`src/rtl/rf_write_arbiter.sv`:
```
// rtl/rf_write_arbiter.sv - register-file write-port arbiter (ALU priority, buffered load returns, stale-load kill)
//
// Merges the unstallable ALU writeback and a FIFO-buffered load-return stream
// onto the single register-file write port. A buffered load whose {thread,
// register} is overwritten by a newer ALU write is marked stale and later
// dropped at the FIFO head without writing.
//
// Ports:
//   clk, clr                 clock; asynchronous active-high reset
//   alu_valid/thread/addr/data   ALU writeback request, always served this cycle
//   mem_valid/thread/addr/data   load-return request; accepted when mem_ready
//   mem_ready                FIFO has a free slot (from registered occupancy)
//   wena/thread_wr/waddr/wdata   registered register-file write port
//   fifo_count               current FIFO occupancy
//   kill_count               saturating count of stale entries discarded

module rf_write_arbiter #(
    parameter int DATA_W     = 32,
    parameter int AW         = 5,
    parameter int TW         = 2,
    parameter int FIFO_DEPTH = 4,
    parameter int CNT_W      = 8
) (
    input  logic                          clk,
    input  logic                          clr,
    input  logic                          alu_valid,
    input  logic [TW-1:0]                 alu_thread,
    input  logic [AW-1:0]                 alu_addr,
    input  logic [DATA_W-1:0]             alu_data,
    input  logic                          mem_valid,
    output logic                          mem_ready,
    input  logic [TW-1:0]                 mem_thread,
    input  logic [AW-1:0]                 mem_addr,
    input  logic [DATA_W-1:0]             mem_data,
    output logic                          wena,
    output logic [TW-1:0]                 thread_wr,
    output logic [AW-1:0]                 waddr,
    output logic [DATA_W-1:0]             wdata,
    output logic [$clog2(FIFO_DEPTH):0]   fifo_count,
    output logic [CNT_W-1:0]              kill_count
);

    localparam int PW = $clog2(FIFO_DEPTH);
    localparam int CW = PW + 1;

    logic [TW-1:0]     thr_q  [FIFO_DEPTH];
    logic [TW-1:0]     thr_d  [FIFO_DEPTH];
    logic [AW-1:0]     addr_q [FIFO_DEPTH];
    logic [AW-1:0]     addr_d [FIFO_DEPTH];
    logic [DATA_W-1:0] data_q [FIFO_DEPTH];
    logic [DATA_W-1:0] data_d [FIFO_DEPTH];
    logic              kill_q [FIFO_DEPTH];
    logic              kill_d [FIFO_DEPTH];

    logic [PW-1:0]     rd_ptr_q, rd_ptr_d;
    logic [PW-1:0]     wr_ptr_q, wr_ptr_d;
    logic [CW-1:0]     count_q, count_d;
    logic [CNT_W-1:0]  kill_cnt_q, kill_cnt_d;

    logic              wena_q, wena_d;
    logic [TW-1:0]     thread_wr_q, thread_wr_d;
    logic [AW-1:0]     waddr_q, waddr_d;
    logic [DATA_W-1:0] wdata_q, wdata_d;

    logic              head_valid;
    logic              head_kill;
    logic              push;
    logic              pop_kill;
    logic              pop_write;
    logic              pop;
    logic [TW+AW-1:0]  alu_idx;

    assign mem_ready  = (count_q < CW'(FIFO_DEPTH));
    assign head_valid = (count_q != '0);
    assign head_kill  = kill_q[rd_ptr_q];
    assign push       = mem_valid && mem_ready;
    // A stale head is discarded even while the ALU owns the write port,
    // since discarding it needs no port.
    assign pop_kill   = head_valid && head_kill;
    assign pop_write  = head_valid && !head_kill && !alu_valid;
    assign pop        = pop_kill || pop_write;
    assign alu_idx    = {alu_thread, alu_addr};

    always_comb begin
        thr_d       = thr_q;
        addr_d      = addr_q;
        data_d      = data_q;
        kill_d      = kill_q;
        rd_ptr_d    = rd_ptr_q;
        wr_ptr_d    = wr_ptr_q;
        kill_cnt_d  = kill_cnt_q;
        wena_d      = 1'b0;
        thread_wr_d = thread_wr_q;
        waddr_d     = waddr_q;
        wdata_d     = wdata_q;

        if (alu_valid) begin
            wena_d      = 1'b1;
            thread_wr_d = alu_thread;
            waddr_d     = alu_addr;
            wdata_d     = alu_data;
        end else if (pop_write) begin
            wena_d      = 1'b1;
            thread_wr_d = thr_q[rd_ptr_q];
            waddr_d     = addr_q[rd_ptr_q];
            wdata_d     = data_q[rd_ptr_q];
        end

        if (pop) begin
            rd_ptr_d = rd_ptr_q + PW'(1);
        end
        if (pop_kill && (kill_cnt_q != '1)) begin
            kill_cnt_d = kill_cnt_q + CNT_W'(1);
        end

        // Marking free slots too is harmless: a push always rewrites the
        // kill bit of the slot it fills.
        for (int i = 0; i < FIFO_DEPTH; i++) begin
            if (alu_valid && ({thr_q[i], addr_q[i]} == alu_idx)) begin
                kill_d[i] = 1'b1;
            end
        end

        // A load pushed alongside a matching ALU write is older in program
        // order, so it is born stale.
        if (push) begin
            thr_d[wr_ptr_q]  = mem_thread;
            addr_d[wr_ptr_q] = mem_addr;
            data_d[wr_ptr_q] = mem_data;
            kill_d[wr_ptr_q] = alu_valid && ({mem_thread, mem_addr} == alu_idx);
            wr_ptr_d         = wr_ptr_q + PW'(1);
        end

        count_d = count_q + CW'(push) - CW'(pop);
    end

    always_ff @(posedge clk or posedge clr) begin
        if (clr) begin
            for (int i = 0; i < FIFO_DEPTH; i++) begin
                thr_q[i]  <= '0;
                addr_q[i] <= '0;
                data_q[i] <= '0;
                kill_q[i] <= 1'b0;
            end
            rd_ptr_q    <= '0;
            wr_ptr_q    <= '0;
            count_q     <= '0;
            kill_cnt_q  <= '0;
            wena_q      <= 1'b0;
            thread_wr_q <= '0;
            waddr_q     <= '0;
            wdata_q     <= '0;
        end else begin
            thr_q       <= thr_d;
            addr_q      <= addr_d;
            data_q      <= data_d;
            kill_q      <= kill_d;
            rd_ptr_q    <= rd_ptr_d;
            wr_ptr_q    <= wr_ptr_d;
            count_q     <= count_d;
            kill_cnt_q  <= kill_cnt_d;
            wena_q      <= wena_d;
            thread_wr_q <= thread_wr_d;
            waddr_q     <= waddr_d;
            wdata_q     <= wdata_d;
        end
    end

    assign wena       = wena_q;
    assign thread_wr  = thread_wr_q;
    assign waddr      = waddr_q;
    assign wdata      = wdata_q;
    assign fifo_count = count_q;
    assign kill_count = kill_cnt_q;

endmodule

```
`config.mk`:
```
export PLATFORM = sky130hd
export DESIGN_NAME = rf_write_arbiter
export DESIGN_NICKNAME = d
export VERILOG_FILES = /design/src/rtl/rf_write_arbiter.sv
export SDC_FILE = /design/constraint.sdc
export NUM_CORES = 1
export LEC_CHECK = 0
export CAP_MARGIN = 5
export CORE_ASPECT_RATIO = 0.8
export CORE_MARGIN = 2
export CORE_UTILIZATION = 40
export DETAILED_ROUTE_END_ITERATION = 8
export GPL_TIMING_DRIVEN = 0
export PLACE_DENSITY = 0.71
export REMOVE_ABC_BUFFERS = 1
export SLEW_MARGIN = 20
export SYNTH_ARGS = -nofsm -noshare
export SYNTH_HDL_FRONTEND = slang
export SYNTH_SLANG_ARGS = --single-unit
```
`constraint.sdc`:
```
create_clock -name clk -period 6.84 [get_ports clk]
set_clock_uncertainty 0.05 [all_clocks]
set_input_delay 0.684 -clock clk [delete_from_list [all_inputs] [get_ports clk]]
set_output_delay 0.684 -clock clk [all_outputs]
set_load 0.005 [all_outputs]
```
After elaboration in Yosys (flattened, before gate mapping)
Cells that the tools add are included.
- flip-flop bits (word level): 215
- output and inout bits: 52
- word-level logic and storage cells: 94
- input port bits: 82
- muxes and demuxes: 37
- add/subtract/negate cells: 5
- bitwise gates (word level): 2
- order comparisons: 4
- eq/ne operators: 6
- reductions and logical operators: 16
- operators with widths (kind ; number):
    32-bit two-way mux ; 5
    128-bit bitwise mux ; 1
    32-bit binary-select mux with 2-bit select ; 1
    32-bit demux with 2-bit select ; 1
    7-bit == test ; 5
    5-bit two-way mux ; 5
    20-bit bitwise mux ; 1
    1-bit logical AND ; 11
    5-bit binary-select mux with 2-bit select ; 1
    5-bit demux with 2-bit select ; 1
    2-bit two-way mux ; 5
    1-bit two-way mux ; 9
    8-bit by 1-bit adder with 8-bit output (second input constant) ; 1
    8-bit bitwise mux ; 1
    8-bit != test (second input constant) ; 1
    3-bit >= comparator (second input constant) ; 2
    2-bit NOT with 3-bit output ; 2
    2-bit by 1-bit adder with 2-bit output (second input constant) ; 2
    2-bit binary-select mux with 2-bit select ; 1
    4-bit bitwise mux ; 1
    2-bit demux with 2-bit select ; 1
    4-bit two-way mux ; 1
    3-bit by 1-bit adder with 3-bit output ; 1
    3-bit by 1-bit < comparator with 1-bit output (second input constant) ; 1
    other kinds (8) ; 9

Logic depth before layout (Yosys ltp)
- depth in word-level cells: 9
- gate-level depth with buffers: 9
- gate-level depth less buffers: 8

Worst setup path after synthesis
Ideal clock, no wire load.
- kind: reg2reg
- from: reg rd_ptr_q[1]
- to: reg count_q[2] (netlist: fifo_count[2])
- path buffers: 1
- path slack: 4350 ps
- library setup time: 123 ps
- clock period less this slack: 2490 ps
- required time: 6667 ps
- stages on the path, launching flop included: 10
- arrival: 2318 ps
- path through: dfrtp_1 buf_6 mux4_2 o21a_1 ha_1 inv_1 ha_1 fa_1 xnor2_1 xnor2_1
- cells in the longest elaborated chain, start to end: 9
- elaborated cells between the ends (all ways): 10
- classes of those cells: add/sub: 1; mux: 3; bitwise: 1; reduce/logical: 5
- RTL lines (what ; line ; RTL):
    start: declaration ; 55 ; logic [PW-1:0] rd_ptr_q, rd_ptr_d;
    start signal: assignment ; 158 ; rd_ptr_q <= rd_ptr_d;
    2-bit NOT with 3-bit output (not written as such) (*) ; 75 ; assign head_kill = kill_q[rd_ptr_q];
    1-bit binary-select mux with 2-bit select (*) ; 75 ;
    1-bit two-way mux (not written as such) (*) (2 in series) ; 75 ;
    1-bit logical NOT ; 80 ; assign pop_write = head_valid && !head_kill && !alu_valid;
    1-bit logical AND (2 in series) ; 80 ;
    1-bit logical OR (*) ; 81 ; assign pop = pop_kill || pop_write;
    3-bit by 1-bit subtractor with 3-bit output (*) ; 134 ; count_d = count_q + CW'(push) - CW'(pop);
    net count_d[2] ; 57 ; logic [CW-1:0] count_q, count_d;
    end signal: assignment ; 160 ; count_q <= count_d;
    end: declaration ; 57 ;
The timed path passes the listed nets; every way through them passes the cells marked *. The select of a mux whose other input is x is not followed.
A chain may end at the register's enable or synchronous reset.

Worst setup path after layout
Ends and elaborated chain as after synthesis.

==> metrics.log <==
[metrics] number of hold buffers added after CTS: 0
[metrics] area growth from synthesis to layout: 26.53%
[metrics] Synthesis Warnings: 0
[metrics] period utilisation layout: 0.4711
[metrics] class of the tightest hold or removal check: input pin to asynchronous set/reset pin
[metrics] global placement routability congestion: 0.7215
[metrics] most common cell after layout, fill and taps aside: dfrtp_1
[metrics] Post-Synthesis Cells: 686
[metrics] power density over the cells: 486.1 nW/um2
[metrics] number of pins with negative max-slew slack in the final report: 0
[metrics] average size of a mapped cell: 14.33 um2
[metrics] # DRC: 0
[metrics] Total Power: 6048 uW
[metrics] sequential element share of the synthesized area: 0.5471
[metrics] I/O Pins: 134
[metrics] Arrival @ worst endpoint: 3.61 ns
[metrics] mapped cell area: 9833 um2
[metrics] maximum operating frequency: 310.3 MHz
[metrics] sequence of cells on the critical path: mux4_2 > o21a_1 > ha_1 > inv_1 > ha_1 > fa_1 > xnor2_1 > xnor2_1
[metrics] filler cell count: 2,091
[metrics] Clock Tree Buf Depth: 3
[metrics] Core Region: 24,250 um2
[metrics] leak pwr: 0.005484 uW
[metrics] FP Rows: 51
[metrics] Min Hold Slack: 0.4423 ns
[metrics] number of routed nets with antenna violations: 0
[metrics] Net count, final: 894
[metrics] via count: 5,920
[metrics] setup repair after global routing missed its margin: no
[metrics] initial antenna violation count: 1
[metrics] overall fraction of global-route tracks in use: 0.1664
[metrics] Max stage delay cell, worst path: dfrtp_4
[metrics] overall die width: 179.3 um
[metrics] effective utilization at floorplan: 0.4055
[metrics] number of optimization iterations in the first detailed-route pass: 4
[metrics] number of cells on the worst reg-to-reg path: 8
[metrics] H-tree levels: 1
[metrics] total clock buffers created by CTS: 24
[metrics] critical path's largest stage delay: 0.93 ns
[metrics] DP Cell Count: 1,096
[metrics] instance area after placement: 11,540 um2
[metrics] max-cap check violation count: 0
[metrics] DIE HEIGHT: 144.2 um
[metrics] average detailed-routed wire length per instance: 18.33 um
[metrics] Max-Slew Margin vs Limit: 0.2790
[metrics] total gr overflow: 0
[metrics] maximum number of pins on one net before global-route repair: 103
[metrics] endpoint type of the worst setup path: flop
[metrics] share of final-layout standard cells stronger than drive strength 1: 0.3078
[metrics] Setup Viol. Count Final: 0
[metrics] required time worst endpoint: 7.23 ns
[metrics] Final Critical Period: 3.222 ns
[metrics] register bit count reported by yosys: 215
[metrics] Worst setup SP type: flop
[metrics] reg-to-reg slack, setup: 3.62 ns
[metrics] clk_lat worst skew: 0.51 ns
[metrics] number of setup buffers added after CTS: 0
[metrics] TritonCTS Sinks: 215
[metrics] number of global-route vias before repair: 6,146
[metrics] result of the run: finished clean
[metrics] number of I/O port buffers: 133
[metrics] DRC marker count from the first detailed-route iteration: 300
[metrics] area of all placed cells without fillers: 12,440 um2
[metrics] detailed-placement wirelength estimate: 12,850 um
[metrics] Setup Crit Path Kind: flop to flop
[metrics] most frequent cells in the layout: 213 x dfrtp_1, 157 x mux2_2, 132 x clkdlybuf4s50_1, 43 x mux2i_1, 42 x nand2_1
[metrics] number of vias per cell after detailed routing: 5.188
[metrics] clock transition at the registers of the reported paths: 0.06 ns
[metrics] Synth cell types: 30
[metrics] maximum fanout count along the critical path: 41
[metrics] TritonCTS clock tree: built
[metrics] wire length of the first global-routing pass: 33,670 um
[metrics] Gates resized, CTS repair: 0
[metrics] final cell count without fillers: 1,141
[metrics] final number of hold-violating endpoints: 0
[metrics] Die Footprint: 25,860 um2
[metrics] detailed-route wire length: 20,920 um
[metrics] Clock Root Buffer: clkbuf_16
[metrics] largest voltage drop on the vdd net: 0.2042 mV
[metrics] Worst-Margin Slew: 1.079 ns
## power breakdown
part           switching, uW  leakage, uW  internal (uW)  total, uW
clock network            537     0.000437            919       1460
registers                449      0.00260           1900       2350
logic                    807      0.00245           1430       2240
## metal layers
| layer | wire (um) | GRT usage | up-vias | part of all wire |
|---|---|---|---|---|
| li1 | - | - | 2709 | - |
| met1 | 9967 | 0.2377 | 3066 | 0.48 |
| met2 | 9593 | 0.2652 | 115 | 0.46 |
| met3 | 954 | 0.03312 | 30 | 0.046 |
| met4 | 401 | 0.03396 | 0 | 0.019 |
| met5 | 0 | 0 | - | 0 |
## kinds of logic after synthesis
kind of cell | after synthesis | synth area share
flip-flops | 215 | 0.5471
buffers and inverters | 56 | 0.02532
multiplexers | 240 | 0.3152
AO/OA/AOI/OAI | 47 | 0.02469
AND/OR/NAND/NOR | 73 | 0.03487
XOR/XNOR | 47 | 0.04186
adder cells (fa/ha/maj) | 8 | 0.01094
## worst paths after layout
path / start / end
max: rd_ptr_q[1] / fifo_count[2]
min: clr / fifo_count[1]
min reg2reg: data_q[16] / data_q[16]
max in group asynchronous: clr / addr_q[6]
min in group clk: data_q[16] / data_q[16]
max reg2reg: rd_ptr_q[1] / fifo_count[2]
## per-stage QoR
step | setup TNS, ns | utilization | setup slack (ns)
floorplan | 0 | - | 0.2267
global route | 0 | 0.5130 | 3.431
finish | 0 | 0.5131 | 3.618
global placement | -589.41 | 0.4680 | -2.755
detailed placement | 0 | 0.4759 | 3.375
CTS | 0 | 0.5130 | 3.596
## cell usage after synthesis
cell type  count  share of area
dfrtp_1      215           0.55
mux2_2       157           0.18
nand2_1       46          0.018
mux2i_1       43          0.044
mux4_2        40          0.092
xor2_1        37          0.033
clkbuf_1      33          0.013
o21ai_0       31          0.016
nor4_1        10         0.0064
o21ai_1       10         0.0051
xnor2_1       10         0.0089
inv_1          9         0.0034
ha_1           7         0.0089
buf_1          5         0.0019
nand4_1        5         0.0032
a21oi_1        4         0.0020
buf_2          4         0.0020
nand3_1        4         0.0020
and2_1         3         0.0019
buf_4          2         0.0015
buf_6          2         0.0023
and4_1         1        0.00089
buf_8          1         0.0015
fa_1           1         0.0020
nor2_4         1         0.0011
nor2b_1        1        0.00064
nor3_1         1        0.00051
o211a_1        1         0.0010
o21a_1         1        0.00076
or3_1          1        0.00064
## worst max-delay path, delay by kind of cell (launching register included)
family / cells / cell delay [ns]
flops: 1 / 0.93
compound gates: 1 / 0.26
fa+ha+maj: 3 / 0.86
mux: 1 / 0.69
xor+xnor: 2 / 0.31
buf+inv: 1 / 0.04
## final cells by class
cell class                 count  area [um2]  area share
clock inverter                14       235.2     0.01891
tap                          318       397.9     0.03198
timing repair buffer         139        1479      0.1189
antenna                        1       2.502   0.0002011
clock buffer                  30       664.4     0.05340
multi-input combinational    415        4234      0.3403
inverter                       9       41.29    0.003319
sequential                   215        5388      0.4330
## registers in the layout (all words and copies together), names as in the netlist, 3 cells and up
signal / flops
data_q: 128
wdata: 32
addr_q: 20
kill_count: 8
thr_q: 8
waddr: 5
kill_q: 4
fifo_count: 3
No activity file was read; power rests on OpenSTA's default activity.
